<file path="src/rtl/dram_write_arbiter_pkg.sv">
// dram_write_arbiter_pkg: shared widths and arbiter types for the DRAM write arbiter
package TauCfg;
  localparam int GLOBAL_ADDR_BW = 32;
  localparam int DATA_BW = 16;
  localparam int CACHE_SIZE = 4;
endpackage

package dram_write_arbiter_pkg;
  localparam int DRAMW_ARB_PORTS = 2;
  typedef logic [31:0] ArbCnt;
  typedef enum logic {EMPTY, FULL} slot_e;
  function automatic ArbCnt sat_inc(ArbCnt c);
    return &c ? c : c + 1;
  endfunction
endpackage

</file>
<file path="src/rtl/dram_write_arbiter_if.sv">
// dram_write_arbiter_if: request bus and DRAM write channel; perf counters present under DRAMW_ARB_PERF_EN
interface dram_write_arbiter_if
  import dram_write_arbiter_pkg::*;
#(
  parameter int N_PORT = DRAMW_ARB_PORTS,
  parameter int GBW = TauCfg::GLOBAL_ADDR_BW,
  parameter int DBW = TauCfg::DATA_BW,
  parameter int CSIZE = TauCfg::CACHE_SIZE,
  localparam int IW = $clog2(N_PORT)
);
  logic [N_PORT-1:0] i_req_rdy;
  logic [N_PORT-1:0] o_req_ack;
  logic [N_PORT-1:0][GBW-1:0] i_req_addr;
  logic [N_PORT-1:0][CSIZE-1:0][DBW-1:0] i_req_data;
  logic [N_PORT-1:0][CSIZE-1:0] i_req_mask;
  logic o_dramw_rdy;
  logic i_dramw_ack;
  logic [GBW-1:0] o_dramwa;
  logic [CSIZE-1:0][DBW-1:0] o_dramwd;
  logic [CSIZE-1:0] o_dramw_mask;
  logic [IW-1:0] o_grant_id;
`ifdef DRAMW_ARB_PERF_EN
  ArbCnt [N_PORT-1:0] o_grant_cnt;
  ArbCnt o_stall_cnt;
  ArbCnt o_conflict_cnt;
`endif
  modport slave (
    input i_req_rdy, i_req_addr, i_req_data, i_req_mask, i_dramw_ack,
    output o_req_ack, o_dramw_rdy, o_dramwa, o_dramwd, o_dramw_mask, o_grant_id
`ifdef DRAMW_ARB_PERF_EN
    , output o_grant_cnt, o_stall_cnt, o_conflict_cnt
`endif
  );
  modport master (
    output i_req_rdy, i_req_addr, i_req_data, i_req_mask, i_dramw_ack,
    input o_req_ack, o_dramw_rdy, o_dramwa, o_dramwd, o_dramw_mask, o_grant_id
`ifdef DRAMW_ARB_PERF_EN
    , input o_grant_cnt, o_stall_cnt, o_conflict_cnt
`endif
  );
endinterface

</file>
<file path="src/rtl/dram_write_arbiter_rr_picker.sv">
// rr_picker: combinational round-robin pick, first request after ptr_i wins
module rr_picker #(
  parameter int N = 2,
  localparam int W = $clog2(N)
) (
  input  logic [N-1:0] req_i,
  input  logic [W-1:0] ptr_i,
  output logic [N-1:0] gnt_o,
  output logic [W-1:0] idx_o
);
  // Scan farthest offset first so the nearest requester after ptr_i overwrites.
  always_comb begin
    gnt_o = '0;
    idx_o = '0;
    for (int i = N; i >= 1; i--)
      if (req_i[(int'(ptr_i) + i) % N]) begin
        idx_o = W'((int'(ptr_i) + i) % N);
        gnt_o = N'(1) << idx_o;
      end
  end
endmodule

</file>
<file path="src/rtl/dram_write_arbiter.sv">
// dram_write_arbiter: round-robin arbitration of write lines into a one-entry DRAM output slot
// Optional DRAMW_ARB_PERF_EN adds saturating grant/stall/conflict counters.
module dram_write_arbiter
  import dram_write_arbiter_pkg::*;
#(
  parameter int N_PORT = DRAMW_ARB_PORTS,
  parameter int GBW = TauCfg::GLOBAL_ADDR_BW,
  parameter int DBW = TauCfg::DATA_BW,
  parameter int CSIZE = TauCfg::CACHE_SIZE,
  localparam int IW = $clog2(N_PORT)
) (
  input logic i_clk,
  input logic i_rst_n,
  dram_write_arbiter_if.slave bus
);
  slot_e state_q, state_d;
  logic [IW-1:0] ptr_q, gid_q, idx;
  logic [N_PORT-1:0] gnt;
  logic slot_free;
  logic [GBW-1:0] addr_q;
  logic [CSIZE-1:0][DBW-1:0] data_q;
  logic [CSIZE-1:0] mask_q;

  rr_picker #(.N(N_PORT)) u_pick (.req_i(bus.i_req_rdy), .ptr_i(ptr_q), .gnt_o(gnt), .idx_o(idx));

  assign slot_free = (state_q == EMPTY) || bus.i_dramw_ack;
  assign bus.o_req_ack = slot_free ? gnt : '0;

  always_comb begin
    state_d = |bus.o_req_ack ? FULL : bus.i_dramw_ack ? EMPTY : state_q;
  end

  always_ff @(posedge i_clk) begin
    if (!i_rst_n) begin
      state_q <= EMPTY;
      ptr_q <= IW'(N_PORT - 1);
      gid_q <= '0;
    end else begin
      state_q <= state_d;
      if (|bus.o_req_ack) begin
        ptr_q <= idx;
        gid_q <= idx;
      end
    end
  end

  // Payload is deliberately unreset; it is only meaningful while FULL.
  always_ff @(posedge i_clk) begin
    if (|bus.o_req_ack) begin
      addr_q <= bus.i_req_addr[idx];
      data_q <= bus.i_req_data[idx];
      mask_q <= bus.i_req_mask[idx];
    end
  end

  assign bus.o_dramw_rdy = state_q == FULL;
  assign bus.o_dramwa = addr_q;
  assign bus.o_dramwd = data_q;
  assign bus.o_dramw_mask = mask_q;
  assign bus.o_grant_id = gid_q;

`ifdef DRAMW_ARB_PERF_EN
  ArbCnt [N_PORT-1:0] gcnt_q;
  ArbCnt scnt_q, ccnt_q;
  always_ff @(posedge i_clk) begin
    if (!i_rst_n) begin
      gcnt_q <= '0;
      scnt_q <= '0;
      ccnt_q <= '0;
    end else begin
      for (int i = 0; i < N_PORT; i++)
        if (bus.o_req_ack[i]) gcnt_q[i] <= sat_inc(gcnt_q[i]);
      if (bus.o_dramw_rdy && !bus.i_dramw_ack) scnt_q <= sat_inc(scnt_q);
      if (slot_free && $countones(bus.i_req_rdy) > 1) ccnt_q <= sat_inc(ccnt_q);
    end
  end
  assign bus.o_grant_cnt = gcnt_q;
  assign bus.o_stall_cnt = scnt_q;
  assign bus.o_conflict_cnt = ccnt_q;
`endif
endmodule

</file>
<file path="src/flat_wrapper.sv">
// flat-port wrapper written by rule: the top's interface ports become plain ports
module dram_write_arbiter_flat import dram_write_arbiter_pkg::*;
#(
  parameter int N_PORT = DRAMW_ARB_PORTS,
  parameter int GBW = TauCfg::GLOBAL_ADDR_BW,
  parameter int DBW = TauCfg::DATA_BW,
  parameter int CSIZE = TauCfg::CACHE_SIZE,
  localparam int IW = $clog2(N_PORT)
)
  (i_clk, i_rst_n, bus_i_req_rdy, bus_i_req_addr, bus_i_req_data, bus_i_req_mask, bus_i_dramw_ack, bus_o_req_ack, bus_o_dramw_rdy, bus_o_dramwa, bus_o_dramwd, bus_o_dramw_mask, bus_o_grant_id);
  dram_write_arbiter_if #(.N_PORT(N_PORT), .GBW(GBW), .DBW(DBW), .CSIZE(CSIZE)) bus_i ();
  input logic i_clk;
  input logic i_rst_n;
  input wire logic [$bits(bus_i.i_req_rdy)-1:0] bus_i_req_rdy;
  input wire logic [$bits(bus_i.i_req_addr)-1:0] bus_i_req_addr;
  input wire logic [$bits(bus_i.i_req_data)-1:0] bus_i_req_data;
  input wire logic [$bits(bus_i.i_req_mask)-1:0] bus_i_req_mask;
  input wire logic [$bits(bus_i.i_dramw_ack)-1:0] bus_i_dramw_ack;
  output wire logic [$bits(bus_i.o_req_ack)-1:0] bus_o_req_ack;
  output wire logic [$bits(bus_i.o_dramw_rdy)-1:0] bus_o_dramw_rdy;
  output wire logic [$bits(bus_i.o_dramwa)-1:0] bus_o_dramwa;
  output wire logic [$bits(bus_i.o_dramwd)-1:0] bus_o_dramwd;
  output wire logic [$bits(bus_i.o_dramw_mask)-1:0] bus_o_dramw_mask;
  output wire logic [$bits(bus_i.o_grant_id)-1:0] bus_o_grant_id;
  assign bus_i.i_req_rdy = bus_i_req_rdy;
  assign bus_i.i_req_addr = bus_i_req_addr;
  assign bus_i.i_req_data = bus_i_req_data;
  assign bus_i.i_req_mask = bus_i_req_mask;
  assign bus_i.i_dramw_ack = bus_i_dramw_ack;
  assign bus_o_req_ack = bus_i.o_req_ack;
  assign bus_o_dramw_rdy = bus_i.o_dramw_rdy;
  assign bus_o_dramwa = bus_i.o_dramwa;
  assign bus_o_dramwd = bus_i.o_dramwd;
  assign bus_o_dramw_mask = bus_i.o_dramw_mask;
  assign bus_o_grant_id = bus_i.o_grant_id;
  dram_write_arbiter #(.N_PORT(N_PORT), .GBW(GBW), .DBW(DBW), .CSIZE(CSIZE)) u_core (.i_clk(i_clk), .i_rst_n(i_rst_n), .bus(bus_i));
endmodule
</file>
<file path="config.mk">
export PLATFORM = sky130hd
export DESIGN_NAME = dram_write_arbiter_flat
export DESIGN_NICKNAME = d
export VERILOG_FILES = /design/src/rtl/dram_write_arbiter_pkg.sv /design/src/rtl/dram_write_arbiter_if.sv /design/src/rtl/dram_write_arbiter_rr_picker.sv /design/src/rtl/dram_write_arbiter.sv /design/src/flat_wrapper.sv
export SDC_FILE = /design/constraint.sdc
export NUM_CORES = 1
export LEC_CHECK = 0
export CAP_MARGIN = 20
export CORE_MARGIN = 5
export CORE_UTILIZATION = 33
export DETAILED_ROUTE_END_ITERATION = 7
export GPL_ROUTABILITY_DRIVEN = 1
export PLACE_DENSITY = 0.86
export SYNTH_ARGS = -nofsm -noshare
export SYNTH_HDL_FRONTEND = slang
export SYNTH_SLANG_ARGS = --single-unit
</file>
<file path="constraint.sdc">
create_clock -name i_clk -period 4 [get_ports i_clk]
set_input_delay 1.2 -clock i_clk [delete_from_list [all_inputs] [get_ports i_clk]]
set_output_delay 1.2 -clock i_clk [all_outputs]
set_load 0.03 [all_outputs]
</file>
# Yosys cells after proc, flatten, opt, wreduce, memory -nomap -nowiden
# Index checks and enable logic that the tools add are counted.
# word_totals
register_bits	103
inputBits	205
output_inout_bits	104
word_cells	41
# classes
addsub	2
magnitude_cmp	3
n_shift	2
muxes	19
n_bitwise	3
reduce_logical	3
# ops
op	count
64-bit two-way mux	2
32-bit two-way mux	2
1-bit two-way mux	10
4-bit two-way mux	2
2-bit by 3-bit less-than comparator with 1-bit output (second input constant)	2
2-bit two-way mux	3
1-bit by 1-bit left shift with 2-bit output (first input constant)	2
1-bit adder (second input constant)	2
1-bit bitwise AND (first input constant)	2
1-bit by 2-bit less-than comparator with 1-bit output (second input constant)	1
2-bit nonzero test	1
2-bit OR reduction	1
1-bit logical OR	1
1-bit inverter	1

# Logic depth before layout (Yosys ltp)
# Gate-level depths: netlist (run 1).
# logic_depth
ltp_word	10
ltp_mapped	4
ltp_nobuf	3

# Modules after synthesis
# A second synthesis (run 1) with hierarchy kept.
# hier_totals
cells_unflattened	230
area_unflattened_um2	4396.7
# modules_own_cells
mod	instances	cells_per_inst	area_each_um2	seq_area_each_um2
dram_write_arbiter	1	226	4370.4	3062.9
rr_picker	1	4	26.3	0.0

# Worst setup path before layout (run 1)
# No wires, ideal clock.
# synth_timing
path_kind	input-to-reg
start	in bus_i_dramw_ack
end	reg u_core.mask_q[0], in the netlist u_core.bus.o_dramw_mask[0] (enable)
setup_time_ps	467
arrival_ps	3672
required_ps	3533
slack_ps	-139
cell_stages	2
n_path_buf	0
cell_sequence	nand2b_1 -> o21a_1
# synth_between
elab_chain_len	3
# synth_rtl
element	line	rtl
start, declared	flat_wrapper.sv:18	input wire logic [$bits(bus_i.i_dramw_ack)-1:0] bus_i_dramw_ack;
1-bit logical OR	dram_write_arbiter.sv:26	assign slot_free = (state_q == EMPTY) || bus.i_dramw_ack;
2-bit two-way mux	dram_write_arbiter.sv:27	assign bus.o_req_ack = slot_free ? gnt : '0;
2-bit OR reduction	dram_write_arbiter.sv:49	if (|bus.o_req_ack) begin
end signal, assigned	dram_write_arbiter.sv:52	mask_q <= bus.i_req_mask[idx];
end, declared	dram_write_arbiter.sv:22	logic [CSIZE-1:0] mask_q;
# Every way passes these cells.
# A chain may end at the register's enable or synchronous reset.

# Worst setup path in the final report (run 1)
# layout_timing
start	in bus_i_dramw_ack
end	out bus_o_req_ack[0]
# layout_between
elab_chain_len	2
# layout_rtl
element	line	rtl
1-bit logical OR	dram_write_arbiter.sv:26	
2-bit two-way mux	dram_write_arbiter.sv:27	
end, declared	flat_wrapper.sv:19	output wire logic [$bits(bus_i.o_req_ack)-1:0] bus_o_req_ack;
# Every way passes these cells.

==> key figures, run 1 <==
Clock tree
  • Worst skew pair latency: 0.33 ns
  • Clock Path Buffers: 2
  • Setup Buffers After CTS: 0
  • CTS Sinks: 103
  • Post_cts resized: 0
  • CTS root buf: clkbuf_16
  • CTS Buf Count: 9
  • Clock transition at path regs: 0.06 ns
  • CTS tree: built
  • Cts hold-fix bufs: 0
  • H-tree levels: 3

Run
  • Max_cap viols: 0

Place
  • DPL Wire Length: 10300 um
  • Placer's final routability congestion estimate: 0.745
  • Number of buffers added on ports: 308

STA
  • Final setup fails: 0
  • Worst slew pin tran: 0.732 ns
  • Final hold violation count: 0
  • Pins Over Slew Limit: 0
  • Final clock skew: 0.00442 ns
  • Final worst path period need: 3.86 ns
  • RSZ-0062 raised after global routing: no
  • Slew margin rel.: 51.2%
  • Setup tns final: 0 ns
  • Fmax: 259 MHz
  • Final period utilization: 96.6%

GRT
  • Gr ovfl total: 0
  • Largest net degree at the start of global routing: 101
  • Vias in the first global route: 3547
  • Gr usage total: 13.8%
  • Met1 Use GR: 13.8%
  • First-pass GRT wire length: 18100 um
  • Initial antenna violation count: 0
  • GR Layer Usage met3: 5.12%
  • GRT met2 Usage: 26.3%
  • Gr busiest metal: met2

Pwr
  • Leak: 3.17 nW
  • PwrDens: 373 nW/um^2
  • Worst vdd ir: 216 uV
  • Total power: 3.09 mW

Floorplanning
  • Starting density of the core: 33.5%
  • # IOs: 309
  • Die W: 131 um
  • Die Area: 17200 um^2
  • Chip height: 131 um
  • Core Region: 14400 um^2
  • Row cnt: 44

Critical path
  • Worst setup EP type: primary output
  • WP data required: 2.80 ns
  • Critical path class: in2out
  • Critical Path AT: 2.66 ns
  • CP Max Fanout: 2
  • Crit start category: input pin

Detailed routing
  • DRT iter0 DRCs: 89
  • Vias per Instance: 4.40
  • Remaining antenna violation count: 0
  • First-pass DRT Iterations: 4
  • Via count of the routed design: 3196
  • DR WL/cell: 17.6 um
  • DRC Markers: 0
  • DRT Wirelength: 12800 um

Final layout
  • Layout cells sized above 1: 22.1%
  • ANT cells: 0
  • NumNets Final: 745
  • Layout area overhead: 71.8%

Synth
  • Flops & latches, synth: 103
  • Post-Syn Nets: 433
  • Synth cell types: 17
  • Syn Area/Cell: 21.2 um^2
  • Ys Warns: 0
  • Syn Std Cell Area: 4830 um^2
  • Sequential element share of the synthesized area: 63.4%
  • Post-synthesis instance total: 228

Worst hold path
  • HP Class: reg2reg

Run status
  • Outcome: complete, no violations
-- metrics by stage --
stage / hold WS, ns / area, um^2 / setup slack (ns) / std cells / util, %
after detailed placement: 0.614 / 7990 / 0.134 / 713 / 55.4
after CTS: 0.626 / 8300 / 0.119 / 727 / 57.5
after global placement: 0.565 / 7990 / 0.133 / 713 / 55.4
after global routing: 0.658 / 8300 / 0.0707 / 727 / 57.5
after floorplan: 0.548 / 4830 / 0.880 / 228 / -
final: 0.630 / 8300 / 0.136 / 727 / 57.5
-- logic make-up after synthesis --
kind of cell / share of synthesized area [%]
simple gates: 0.544
buf+inv: 4.38
flops: 63.4
compound gates: 1.32
mux: 30.3
-- sequential cells by signal (all words and copies together), names as in the netlist --
signal,cells
u_core.bus.o_dramw_mask,4
u_core.bus.o_grant_id,1
u_core.ptr_q,1
u_core.bus.o_dramwd,64
u_core.bus.o_dramw_rdy,1
u_core.bus.o_dramwa,32
-- power by group --
| group | total [mW] | switching (mW) | internal [mW] | leakage (nW) |
|---|---|---|---|---|
| sequential | 1.34 | 0.0285 | 1.31 | 1.02 |
| combinational | 0.855 | 0.379 | 0.476 | 2.00 |
| clock | 0.898 | 0.357 | 0.541 | 0.144 |
-- per-layer routing --
| layer | up-vias | part of all wire (%) |
|---|---|---|
| met2 | 165 | 56 |
| met4 | 0 | 1.5 |
| met1 | 1509 | 33 |
| li1 | 1509 | - |
| met3 | 13 | 9.9 |
| met5 | - | 0 |
-- worst max-delay path: stages --
cell and delay, ns:
clkdlybuf4s50_1 0.47, nand2b_1 0.14, nand2_1 0.06, a21oi_1 0.11, clkdlybuf4s50_1 0.69
-- synth_stat cells --
| cell type | n | area share [%] |
|---|---|---|
| edfxtp_1 | 100 | 62 |
| a21oi_1 | 2 | 0.21 |
| a21boi_4 | 1 | 0.39 |
| and3_1 | 1 | 0.13 |
| mux2_2 | 10 | 2.3 |
| and2_1 | 1 | 0.13 |
| buf_4 | 1 | 0.16 |
| dfxtp_1 | 3 | 1.2 |
| o21ai_0 | 1 | 0.10 |
| nor2_1 | 1 | 0.078 |
| nand2_1 | 1 | 0.078 |
| o21a_1 | 2 | 0.31 |
| mux2_4 | 90 | 28 |
| inv_1 | 1 | 0.078 |
| nand2b_1 | 1 | 0.13 |
| a21boi_0 | 2 | 0.31 |
| buf_12 | 10 | 4.1 |
-- layout make-up --
| cell class | instances | area [um^2] |
|---|---|---|
| Fill cell | 1129 | 6130 |
| Timing Repair Buffer | 312 | 3140 |
| Sequential cell | 103 | 3060 |
| Multi-Input combinational cell | 113 | 1560 |
| Tap cell | 184 | 230 |
| Clock buffer | 10 | 229 |
| Clock inverter | 4 | 72.6 |
| Inverter | 1 | 3.75 |
-- cells in the final DEF, fill, tap and decap left out, drive strengths merged, types with 2 or more instances in the layout --
cell             n
dfxtp            3
bufinv           2
a21boi           3
a21oi            2
buf              5
o21a             2
edfxtp         100
clkbuf          10
mux2           100
clkdlybuf4s50  307
-- final timing paths --
| kind | from | end | slack (ns) | cells past startpoint |
|---|---|---|---|---|
| setup / recovery | bus_i_dramw_ack | bus_o_req_ack[0] | 0.14 | 5 |
| hold / removal | u_core.bus.o_grant_id$_SDFFE_PN0P_ | u_core.bus.o_grant_id$_SDFFE_PN0P_ | 0.63 | 2 |
| setup reg to reg | u_core.ptr_q$_SDFFE_PN1P_ | u_core.bus.o_dramwa[25]$_DFFE_PP_ | 2.19 | 3 |
| hold reg to reg | u_core.bus.o_grant_id$_SDFFE_PN0P_ | u_core.bus.o_grant_id$_SDFFE_PN0P_ | 0.63 | 2 |
(Power assumes the default switching activity.)
==> inputs of run 2 (changes only) <==
RECOVER_POWER = 100   (was default)
==> key figures, run 2 (synthesis results as in run 1) <==
Critical path
  • Critical path class: in2out (unchanged)
  • Critical path's slowest cell: clkdlybuf4s50_1 (unchanged)
  • CP Max Fanout: 2 (unchanged)
  • Worst setup EP type: primary output (unchanged)
  • Crit path cell chain: clkdlybuf4s50_1 -> nand2b_1 -> nand2_1 -> a21oi_1 -> clkdlybuf4s50_1 (unchanged)
  • WP data required: 2.80 ns (about the same)
  • Buf/Inv on CP: 2 (unchanged)
  • Crit start category: input pin (unchanged)
  • R2R Setup Slk: 1.68 ns (was 2.19 ns)
  • Max incr delay on CP: 0.69 ns (about the same)
  • CP top delay family: buffers and inverters (unchanged)
  • Critical Path AT: 2.66 ns (about the same)
  • Most used cell, CP: clkdlybuf4s50_1 (unchanged)

Final layout
  • Most frequent cells in the layout: clkdlybuf4s50_1, dlygate4sd3_1, edfxtp_1, mux2_1, mux2_2 (was clkdlybuf4s50_1, edfxtp_1, mux2_4, mux2_2, clkbuf_16)
  • Fillers: 1212 (was 1129)
  • Layout area overhead: 64.6% (was 71.8%)
  • Most common cell after layout, fill and taps aside: clkdlybuf4s50_1 (unchanged)
  • Post-layout util: 55.1% (was 57.5%)
  • Non-filler instance count after layout: 727 (unchanged)
  • ANT cells: 0 (unchanged)
  • Post-route design area: 7950 um^2 (was 8300 um^2)
  • NumNets Final: 745 (unchanged)
  • Layout cells sized above 1: 6.26% (was 22.1%)
  • Largest register FFs: 64 (unchanged)

Detailed routing
  • DRT Wirelength: 12900 um (was 12800 um)
  • Via count of the routed design: 3193 (was 3196)
  • DRT iter0 DRCs: 95 (was 89)
  • DR WL/cell: 17.8 um (was 17.6 um)
  • Remaining antenna violation count: 0 (unchanged)
  • DRC Markers: 0 (unchanged)
  • First-pass DRT Iterations: 4 (unchanged)
  • Vias per Instance: 4.39 (was 4.40)

Place
  • Placer's final routability congestion estimate: 0.745 (unchanged)
  • DPL Wire Length: 10300 um (unchanged)
  • Placed cell areas: 7990 um^2 (unchanged)
  • DP Cell Count: 713 (unchanged)
  • Number of buffers added on ports: 308 (unchanged)
  • Pre-CTS setup slack: 0.134 ns (unchanged)

GRT
  • First-pass GRT wire length: 18100 um (unchanged)
  • Vias in the first global route: 3547 (unchanged)
  • Initial antenna violation count: 0 (unchanged)
  • Gr usage total: 13.8% (unchanged)
  • Largest net degree at the start of global routing: 101 (unchanged)
  • Gr ovfl total: 0 (unchanged)

STA
  • Post-route setup slack: 0.141 ns (was 0.136 ns)
  • Final worst path period need: 3.86 ns (about the same)
  • Slew margin rel.: 5.11% (was 51.2%)
  • Final period utilization: 96.5% (was 96.6%)
  • Final hold violation count: 0 (unchanged)
  • Setup tns final: 0 ns (unchanged)
  • Final setup fails: 0 (unchanged)
  • Final clock skew: 0.00644 ns (was 0.00442 ns)
  • Hold Slack: 0.623 ns (was 0.630 ns)
  • RSZ-0062 raised after global routing: no (unchanged)
  • Pins Over Slew Limit: 0 (unchanged)
  • Worst slew pin tran: 1.42 ns (was 0.732 ns)
  • Fmax: 259 MHz (about the same)

Clock tree
  • Clock transition at path regs: 0.06 ns (about the same)
  • CTS tree: built (unchanged)
  • CTS Buf Count: 9 (unchanged)
  • Clock Path Buffers: 2 (unchanged)
  • Post_cts resized: 0 (unchanged)
  • Cts hold-fix bufs: 0 (unchanged)
  • CTS root buf: clkbuf_16 (unchanged)
  • CTS Sinks: 103 (unchanged)
  • Setup Buffers After CTS: 0 (unchanged)
  • H-tree levels: 3 (unchanged)
  • Worst skew pair latency: 0.33 ns (about the same)

Pwr
  • Comb power frac: 24.8% (was 27.6%)
  • Worst vdd ir: 219 uV (was 216 uV)
  • Clock share of power: 30.2% (was 29.0%)
  • Internal: 2.23 mW (was 2.33 mW)
  • Sequential share of power: 45.0% (was 43.4%)
  • Total power: 2.98 mW (was 3.09 mW)
  • Switching Fraction: 25.2% (was 24.7%)
  • Sw power: 0.750 mW (was 0.764 mW)
  • Leak: 2.87 nW (was 3.17 nW)
  • PwrDens: 375 nW/um^2 (was 373 nW/um^2)

Floorplanning
  • Die W: 131 um (unchanged)
  • Row cnt: 44 (unchanged)
  • Starting density of the core: 33.5% (unchanged)
  • Core Region: 14400 um^2 (unchanged)
  • Die Area: 17200 um^2 (unchanged)
  • Chip height: 131 um (unchanged)
  • # IOs: 309 (unchanged)

Run status
  • Outcome: complete, no violations (unchanged)

Worst hold path
  • HP Class: reg2reg (unchanged)

Run
  • Max_cap viols: 0 (unchanged)
-- run 2: changes by cell type in the layout (fill, tap and decap cells not counted), sizes merged --
cell and delta:
clkdlybuf4s50 -102, dlygate4sd3 +102, buf -3, clkbuf +3
-- run 2: layout make-up --
class	instances	area, um^2	area share (%)
clock buffer	10	229	2.88
clock inverter	4	72.6	0.913
inverter	1	3.75	0.0472
multi-input combinational	113	1240	15.6
sequential	103	3060	38.5
tap	184	230	2.90
timing repair buffer	312	3110	39.1
-- run 2: per-layer routing --
metal  routed length [um]  share of wire (%)  track usage, %
met1                 4390                 34            13.8
met2                 7090                 55            26.3
met3                 1240                9.6            5.12
met4                  197                1.5            4.05
met5                    0                  0               0
-- run 2: path summary, 6_finish.rpt --
path | startpoint | endpoint | cells after the start
setup / recovery | bus_i_dramw_ack | bus_o_req_ack[0] | 5
hold / removal | u_core.bus.o_grant_id$_SDFFE_PN0P_ | u_core.bus.o_grant_id$_SDFFE_PN0P_ | 2
setup reg to reg | u_core.ptr_q$_SDFFE_PN1P_ | u_core.bus.o_dramwa[17]$_DFFE_PP_ | 3
hold reg to reg | u_core.bus.o_grant_id$_SDFFE_PN0P_ | u_core.bus.o_grant_id$_SDFFE_PN0P_ | 2
-- run 2: power by group through the flow --
| stage | clock network, mW | registers (mW) | logic [mW] |
|---|---|---|---|
| after floorplan | 0 | 1.58 | 0.239 |
| after global placement | 0 | 1.36 | 0.849 |
| after detailed placement | 0 | 1.37 | 0.862 |
| after CTS | 0.923 | 1.34 | 0.866 |
| after global routing | 0.967 | 1.35 | 0.778 |
| final | 0.900 | 1.34 | 0.738 |
-- run 2: worst reg2reg max path, delay by kind of cell (launching register included) --
family | cells | cell delay [ns]
AO/OA/AOI/OAI | 1 | 0.14
buffers and inverters | 1 | 1.08
multiplexers | 1 | 0.48
flip-flops | 1 | 0.35
